==> config.mk <==
export PLATFORM = sky130hd
export DESIGN_NAME = mismatch_irq_ctrl
export DESIGN_NICKNAME = d
export VERILOG_FILES = /design/src/rtl/mismatch_irq_ctrl_pkg.sv /design/src/rtl/mismatch_irq_ctrl_lane.sv /design/src/rtl/mismatch_irq_ctrl.sv
export SDC_FILE = /design/constraint.sdc
export NUM_CORES = 1
export LEC_CHECK = 0
export CAP_MARGIN = 30
export CORE_ASPECT_RATIO = 2
export CORE_MARGIN = 3
export CORE_UTILIZATION = 30
export DETAILED_ROUTE_END_ITERATION = 8
export PLACE_DENSITY = 0.63
export SLEW_MARGIN = 20
export SYNTH_ARGS = -nofsm -noshare
export SYNTH_HDL_FRONTEND = slang
export SYNTH_SLANG_ARGS = --single-unit
==> constraint.sdc <==
create_clock -name clk -period 5.2 [get_ports clk]
set_input_delay 0.78 -clock clk [delete_from_list [all_inputs] [get_ports clk]]
set_output_delay 0.78 -clock clk [all_outputs]
set_load 0.1 [all_outputs]
==> src/rtl/mismatch_irq_ctrl_pkg.sv <==
// mismatch_irq_pkg
// Shared definitions for the multi-channel data-compare interrupt controller:
//   lane_state_e : per-lane FSM state (IDLE, RUN, PEND), 2 bits
//   RUN_W        : width of the per-lane consecutive-mismatch counter
//   popcount     : number of set bits in a vector of up to POP_MAX_W lanes
package mismatch_irq_pkg;

   typedef enum logic [1:0] {
      LANE_IDLE = 2'd0,
      LANE_RUN  = 2'd1,
      LANE_PEND = 2'd2
   } lane_state_e;

   localparam int unsigned RUN_W     = 8;
   localparam int unsigned POP_MAX_W = 32;

   function automatic int unsigned popcount(input logic [POP_MAX_W-1:0] vec);
      int unsigned n;
      n = 0;
      for (int unsigned i = 0; i < POP_MAX_W; i++) begin
         n = n + {31'd0, vec[i]};
      end
      return n;
   endfunction

endpackage

==> src/rtl/mismatch_irq_ctrl_lane.sv <==
// mismatch_lane
// One compare lane: counts consecutive mismatching strobes, latches pending
// at THRESH and captures the triggering XOR pattern.
// Ports:
//   clk, rst       : clock, synchronous active-high reset
//   data_1_i/2_i   : operands compared when strobe_i is high
//   strobe_i       : compare qualifier
//   sticky_i       : 1 = pending held until ack, 0 = matching strobe also clears
//   ack_i          : acknowledge for this lane (already qualified by ack_sel)
//   pending_o      : registered pending flag
//   diff_cap_o     : XOR captured at the last trigger
//   trigger_o      : lane enters PEND at the coming edge
//   pend_next_o    : pending value after the coming edge
module mismatch_lane
   import mismatch_irq_pkg::*;
#(
   parameter int unsigned WIDTH  = 8,
   parameter int unsigned THRESH = 1
) (
   input  logic             clk,
   input  logic             rst,
   input  logic [WIDTH-1:0] data_1_i,
   input  logic [WIDTH-1:0] data_2_i,
   input  logic             strobe_i,
   input  logic             sticky_i,
   input  logic             ack_i,
   output logic             pending_o,
   output logic [WIDTH-1:0] diff_cap_o,
   output logic             trigger_o,
   output logic             pend_next_o
);

   localparam logic [RUN_W-1:0] THRESH_V = RUN_W'(THRESH);

   lane_state_e      state_q, state_d;
   logic [RUN_W-1:0] run_q, run_d;
   logic [WIDTH-1:0] cap_q, cap_d;
   logic [WIDTH-1:0] diff;
   logic             mism;
   logic             trig;

   assign diff = data_1_i ^ data_2_i;
   assign mism = |diff;

   always_comb begin
      state_d = state_q;
      run_d   = run_q;
      cap_d   = cap_q;
      trig    = 1'b0;
      case (state_q)
         LANE_IDLE: begin
            if (strobe_i && mism) begin
               if (THRESH_V == 8'd1) begin
                  trig = 1'b1;
               end else begin
                  state_d = LANE_RUN;
                  run_d   = 8'd1;
               end
            end
         end
         LANE_RUN: begin
            if (strobe_i) begin
               if (mism) begin
                  if (run_q + 8'd1 == THRESH_V) begin
                     trig = 1'b1;
                  end else begin
                     run_d = run_q + 8'd1;
                  end
               end else begin
                  state_d = LANE_IDLE;
                  run_d   = '0;
               end
            end
         end
         LANE_PEND: begin
            // Strobes are never counted here; they can only clear in non-sticky mode.
            if (ack_i || (!sticky_i && strobe_i && !mism)) begin
               state_d = LANE_IDLE;
            end
         end
         default: begin
            state_d = LANE_IDLE;
            run_d   = '0;
         end
      endcase
      if (trig) begin
         state_d = LANE_PEND;
         run_d   = '0;
         cap_d   = diff;
      end
   end

   always_ff @(posedge clk) begin
      if (rst) begin
         state_q <= LANE_IDLE;
         run_q   <= '0;
         cap_q   <= '0;
      end else begin
         state_q <= state_d;
         run_q   <= run_d;
         cap_q   <= cap_d;
      end
   end

   assign pending_o   = (state_q == LANE_PEND);
   assign diff_cap_o  = cap_q;
   assign trigger_o   = trig;
   assign pend_next_o = (state_d == LANE_PEND);

endmodule

==> src/rtl/mismatch_irq_ctrl.sv <==
// mismatch_irq_ctrl
// Multi-channel data-compare interrupt controller. CHANNELS independent lanes
// compare data_1/data_2 on their read strobe; a masked OR of the lane pending
// flags drives one registered interrupt line.
// Ports:
//   clk, rst    : clock, synchronous active-high reset
//   data_1/2    : packed operands, lane i at [i*WIDTH +: WIDTH]
//   read_strobe : per-lane compare qualifier
//   irq_mask    : per-lane interrupt enable (does not gate pending)
//   sticky      : 1 = pending held until ack
//   ack/ack_sel : clear pending on the selected lanes
//   interrupt   : registered OR of pending & irq_mask
//   pending     : per-lane pending flags
//   diff_cap    : per-lane captured XOR at trigger
//   event_cnt   : saturating count of pending-set events
module mismatch_irq_ctrl
   import mismatch_irq_pkg::*;
#(
   parameter int unsigned WIDTH    = 8,
   parameter int unsigned CHANNELS = 4,
   parameter int unsigned THRESH   = 1,
   parameter int unsigned CNT_W    = 8
) (
   input  logic                      clk,
   input  logic                      rst,
   input  logic [CHANNELS*WIDTH-1:0] data_1,
   input  logic [CHANNELS*WIDTH-1:0] data_2,
   input  logic [CHANNELS-1:0]       read_strobe,
   input  logic [CHANNELS-1:0]       irq_mask,
   input  logic                      sticky,
   input  logic                      ack,
   input  logic [CHANNELS-1:0]       ack_sel,
   output logic                      interrupt,
   output logic [CHANNELS-1:0]       pending,
   output logic [CHANNELS*WIDTH-1:0] diff_cap,
   output logic [CNT_W-1:0]          event_cnt
);

   localparam logic [CNT_W:0] CNT_MAX = {1'b0, {CNT_W{1'b1}}};

   logic [CHANNELS-1:0] trig;
   logic [CHANNELS-1:0] pend_next;
   logic [CNT_W:0]      cnt_sum;
   logic [CNT_W-1:0]    cnt_q, cnt_d;
   logic                irq_q, irq_d;

   for (genvar g = 0; g < CHANNELS; g++) begin : g_lane
      mismatch_lane #(
         .WIDTH  (WIDTH),
         .THRESH (THRESH)
      ) u_lane (
         .clk         (clk),
         .rst         (rst),
         .data_1_i    (data_1[g*WIDTH +: WIDTH]),
         .data_2_i    (data_2[g*WIDTH +: WIDTH]),
         .strobe_i    (read_strobe[g]),
         .sticky_i    (sticky),
         .ack_i       (ack & ack_sel[g]),
         .pending_o   (pending[g]),
         .diff_cap_o  (diff_cap[g*WIDTH +: WIDTH]),
         .trigger_o   (trig[g]),
         .pend_next_o (pend_next[g])
      );
   end

   // Sum is one bit wider than the counter so overflow is seen before saturating.
   always_comb begin
      cnt_sum = {1'b0, cnt_q} + (CNT_W+1)'(popcount(POP_MAX_W'(trig)));
      if (cnt_sum > CNT_MAX) begin
         cnt_d = '1;
      end else begin
         cnt_d = cnt_sum[CNT_W-1:0];
      end
      irq_d = |(pend_next & irq_mask);
   end

   always_ff @(posedge clk) begin
      if (rst) begin
         cnt_q <= '0;
         irq_q <= 1'b0;
      end else begin
         cnt_q <= cnt_d;
         irq_q <= irq_d;
      end
   end

   assign event_cnt = cnt_q;
   assign interrupt = irq_q;

endmodule

==> impl_results.html <==
<table>
<tr><th>Metric</th><th>Value</th></tr>
<tr><th colspan="2">Outcome</th></tr>
<tr><td>Status</td><td>completed</td></tr>
<tr><th colspan="2">Worst setup path</th></tr>
<tr><td>Most Frequent Cell on Critical Path</td><td>fa_1</td></tr>
<tr><td>Top Family by Delay on Critical Path</td><td>simple AND/OR/NAND/NOR gates</td></tr>
<tr><td>Worst path buffer plus inverter count</td><td>3</td></tr>
<tr><td>Crit path max-delay cell type</td><td>or4_1</td></tr>
<tr><td>CP required</td><td>5.47 ns</td></tr>
<tr><td>Arr. time, crit path</td><td>4.39 ns</td></tr>
<tr><td>Max FO, Critical Path</td><td>7</td></tr>
<tr><td>Setup Crit Path Kind</td><td>in2reg</td></tr>
<tr><td>Largest stage delay, worst path</td><td>0.53 ns</td></tr>
<tr><td>Crit end category</td><td>flip-flop</td></tr>
<tr><td>Cell-by-cell listing of the critical path</td><td>clkdlybuf4s50_1 &gt; xor2_1 &gt; or4_1 &gt; nor2_2 &gt; or3_1 &gt; nor2_1 &gt; fa_1 &gt; inv_1 &gt; fa_1 &gt; inv_1 &gt; fa_1 &gt; and4_1 &gt; nand4_1 &gt; a21oi_1</td></tr>
<tr><td>Kind of launch point of the worst setup path</td><td>input pin</td></tr>
<tr><th colspan="2">Placement</th></tr>
<tr><td>Placed cell count</td><td>approximately 890</td></tr>
<tr><td>Count of buffers from port buffering</td><td>124</td></tr>
<tr><td>HPWL after DPL</td><td>roughly 11000 um</td></tr>
<tr><td>Post-placement cell area</td><td>a little over 6000 um^2</td></tr>
<tr><td>RD Place Congestion</td><td>0.824</td></tr>
<tr><th colspan="2">Power</th></tr>
<tr><td>Power density normalized to cell area</td><td>between 300 and 400 nW/um^2</td></tr>
<tr><td>Worst supply voltage drop on vdd</td><td>approximately 0.00026 V</td></tr>
<tr><td>Leakage component of the power</td><td>between 2 and 2.5 nW</td></tr>
<tr><th colspan="2">Layout</th></tr>
<tr><td>Leading cell types in the layout, fill and taps excluded</td><td>123 x clkdlybuf4s50_1, 81 x dfxtp_1, 50 x nand2_1</td></tr>
<tr><td>Most common cell after layout, fill and taps aside</td><td>clkdlybuf4s50_1</td></tr>
<tr><td>Fraction of layout cells with a size suffix above 1</td><td>6.78%</td></tr>
<tr><td>Final cell area excluding filler cells</td><td>6570 um^2</td></tr>
<tr><td>Final instance count without filler cells</td><td>between 900 and 1000</td></tr>
<tr><td>Area grow syn2layout</td><td>35.3%</td></tr>
<tr><td># nets final</td><td>~800</td></tr>
<tr><td>Fillers</td><td>between 1500 and 2000</td></tr>
<tr><td>Total inserted antenna cells</td><td>0</td></tr>
<tr><th colspan="2">Logic synthesis</th></tr>
<tr><td>Post-synth ARST share</td><td>0%</td></tr>
<tr><td>Syn Area/Cell</td><td>between 8 and 9 um^2</td></tr>
<tr><td>Main combinational cell family by area after synthesis</td><td>simple AND/OR/NAND/NOR gates</td></tr>
<tr><td>YS warnings</td><td>0</td></tr>
<tr><td>Synth Area in XOR/XNOR</td><td>about 7.0%</td></tr>
<tr><td>Simple-gate area share of the yosys netlist</td><td>about a quarter</td></tr>
<tr><td>Number of synthesized flops with an enable pin</td><td>0</td></tr>
<tr><td>Main flop type after synthesis</td><td>dfxtp_1</td></tr>
<tr><td>Synthesized net count</td><td>between 600 and 700</td></tr>
<tr><td>Proportion of synthesized area in mux cells</td><td>about 3.7%</td></tr>
<tr><td>Synth Area in Compound Gates</td><td>21.1%</td></tr>
<tr><td>Number of instances in the synthesized netlist</td><td>593</td></tr>
<tr><td>Number of synthesized register bits</td><td>81</td></tr>
<tr><td>Share of synthesized cell area in full adder, half adder and majority cells</td><td>~3.6%</td></tr>
<tr><td>Netlist area before placement</td><td>~5000 um^2</td></tr>
<tr><td>Share of the yosys chip area belonging to registers</td><td>33.4%</td></tr>
<tr><td>Number of different library cells in the post-synthesis netlist</td><td>between 70 and 80</td></tr>
<tr><th colspan="2">Timing</th></tr>
<tr><td>Fmax</td><td>between 200 and 250 MHz</td></tr>
<tr><td>Final worst clock skew</td><td>roughly 0.0093 ns</td></tr>
<tr><td>Setup violation total in the final timing report</td><td>0</td></tr>
<tr><td>Final-report max-slew violation count</td><td>0</td></tr>
<tr><td>Rel. slew slack</td><td>roughly 30%</td></tr>
<tr><td>Minimum clock period after layout</td><td>between 4 and 5 ns</td></tr>
<tr><td>Transition time at the pin with the least slew margin</td><td>1.04 ns</td></tr>
<tr><td>Count of endpoints failing hold in the final timing report</td><td>0</td></tr>
<tr><td>Final Cycle Share</td><td>79.1%</td></tr>
<tr><td>Unrepaired setup endpoints after global routing</td><td>no</td></tr>
<tr><td>Post-Route Setup TNS</td><td>0 ns</td></tr>
<tr><th colspan="2">Route</th></tr>
<tr><td>Post-detailed-routing wire length</td><td>roughly 14000 um</td></tr>
<tr><td>Residual antenna-violating net count after detailed routing</td><td>0</td></tr>
<tr><td>Number of DRC violations after detailed-routing iteration 0</td><td>approximately 160</td></tr>
<tr><td>Number of DRC violations after detailed routing</td><td>0</td></tr>
<tr><td>Vias</td><td>about 4800</td></tr>
<tr><td>Detail-routed via count per cell</td><td>5.27</td></tr>
<tr><td>Average routed wire per standard cell</td><td>about 15 um</td></tr>
<tr><td>DRT Pass-1 Iters</td><td>4</td></tr>
<tr><th colspan="2">CTS</th></tr>
<tr><td>Setup Buffers After CTS</td><td>0</td></tr>
<tr><td>Number of gates resized after CTS</td><td>0</td></tr>
<tr><td>Number of H-tree levels</td><td>3</td></tr>
<tr><td>Clock buffers created by TritonCTS</td><td>9</td></tr>
<tr><td>Buffer type at the clock tree root</td><td>clkbuf_16</td></tr>
<tr><td>Insertion delay to the later sink of the worst-skew pair</td><td>0.35 ns</td></tr>
<tr><td>CTS tree</td><td>yes</td></tr>
<tr><td>Bufs on Longest Clock Path</td><td>2</td></tr>
<tr><td>CTS sink count</td><td>approximately 80</td></tr>
<tr><td>Hold bufs inserted after CTS</td><td>0</td></tr>
<tr><td>Clk pin slew, worst setup/hold paths</td><td>~0.07 ns</td></tr>
<tr><th colspan="2">Die</th></tr>
<tr><td>Num ports</td><td>about 130</td></tr>
<tr><td>Initial standard-cell utilization of the core</td><td>30.6%</td></tr>
<tr><td>Die Wd</td><td>about 96 um</td></tr>
<tr><td>Total core area</td><td>between 15000 and 20000 um^2</td></tr>
<tr><td>Rows</td><td>65</td></tr>
<tr><td>Die outline height</td><td>between 150 and 200 um</td></tr>
<tr><td>Die ar.</td><td>about 18000 um^2</td></tr>
<tr><th colspan="2">Job</th></tr>
<tr><td>Max-cap violations</td><td>0</td></tr>
<tr><th colspan="2">Worst hold path</th></tr>
<tr><td>HP Class</td><td>reg2reg</td></tr>
<tr><th colspan="2">Global route</th></tr>
<tr><td>Met3 routing resource usage after global routing</td><td>under 10%</td></tr>
<tr><td>Maximum number of pins on one net before global-route repair</td><td>48</td></tr>
<tr><td>Vias in the first global route</td><td>between 4000 and 5000</td></tr>
<tr><td>Met2 layer usage reported by global route</td><td>a little over 30%</td></tr>
<tr><td>GRT Max-Usage Layer</td><td>met2</td></tr>
<tr><td>First-pass GRT wire length</td><td>between 20000 and 25000 um</td></tr>
<tr><td>Overall global routing resource usage</td><td>16.1%</td></tr>
<tr><td>Leftover overflow at the end of global routing</td><td>0</td></tr>
<tr><td>Antenna violations before repair</td><td>0</td></tr>
<tr><td>Met1 track demand over resource in global routing</td><td>about 17%</td></tr>
</table>
state kept, by name, indices dropped and copies added (netlist names):
signal and cells:
event_cnt 8, g_lane.u_lane.diff_cap_o 32, g_lane.u_lane.run_q 32, g_lane.u_lane.state_q 8
interrupt 1
per-stage QoR:
stage / setup WS (ns) / hold WS (ns) / utilization [%] / power (W)
detailed placement: 0.690 / 0.454 / 39.3 / 0.00128
global placement: 0.737 / 0.443 / 39.1 / 0.00127
global route: 0.858 / 0.488 / 41.4 / 0.00206
CTS: 1.06 / 0.463 / 41.4 / 0.00200
finish: 1.09 / 0.461 / 41.4 / 0.00199
floorplan: 1.27 / 0.478 / - / 0.00110
report_power, final:
group          switching, W  internal, W
combinational      0.000392     0.000182
clock              0.000291     0.000432
sequential        0.0000319     0.000657
total              0.000715      0.00127
logic make-up (layout without fill, tap and decap cells):
logic type	after synthesis	count (layout)
adder cells (fa/ha/maj)	12	12
XOR/XNOR	39	39
buffers and inverters	56	171
AO/OA/AOI/OAI	152	152
flip-flops	81	81
AND/OR/NAND/NOR	235	235
multiplexers	18	18
synth_stat cells, drive strengths merged, types with 4 or more instances:
library cell  instances  area share [%]
nor2b                 6            0.77
nor4                  7            0.90
a211oi               15             2.8
buf                  19             2.8
a311oi               11             2.0
dfxtp                81              33
or4                  11             1.9
mux2i                18             3.7
inv                  21             1.6
xor2                 34             6.1
ha                    9             2.3
a21oi                47             4.8
nand4                 8             1.0
nand3                21             2.3
nand2b                7            0.90
o21ai                30             3.2
a211o                 5            0.93
o211ai                4            0.62
xnor2                 5            0.90
nand2                50             3.9
nor2                 44             3.8
clkbuf               16             1.4
or3                   5            0.64
and3                 10             1.4
a31oi                16             2.1
nor3                 46             4.7
or2                   5            0.64
metal layers:
| layer | routed length [um] | share of wire (%) | vias up |
|---|---|---|---|
| met3 | 515 | 3.7 | 21 |
| met4 | 351 | 2.5 | 0 |
| met1 | 5270 | 38 | 2283 |
| met5 | 0 | 0 | - |
| met2 | 7820 | 56 | 95 |
| li1 | - | - | 2389 |
worst min-delay path: stages (launching register included):
cell and delay (ns):
dfxtp_1 0.31, nand2_1 0.05, mux2i_1 0.05
final timing paths:
kind / startpoint / endpoint / slack, ns / depth (start not counted)
worst max-delay path: data_2[7] / event_cnt[1] / 1.09 / 14
worst min-delay path: g_lane[3].u_lane.diff_cap_o[5] / g_lane[3].u_lane.diff_cap_o[5] / 0.46 / 2
worst max register to register: g_lane[3].u_lane.run_q[1] / event_cnt[1] / 1.36 / 14
worst min register to register: g_lane[3].u_lane.diff_cap_o[5] / g_lane[3].u_lane.diff_cap_o[5] / 0.46 / 2
final cells by class:
type | instances | area [um^2] | share of cell area, %
flip-flops and latches | 81 | 1620 | 24.7
well taps | 201 | 251 | 3.83
clock buffers | 9 | 225 | 3.43
clock inverters | 7 | 109 | 1.66
multi-input cells | 456 | 2960 | 45.0
inverters | 21 | 78.8 | 1.20
repair buffers | 134 | 1330 | 20.2
Power figures use the tool's default switching activity.
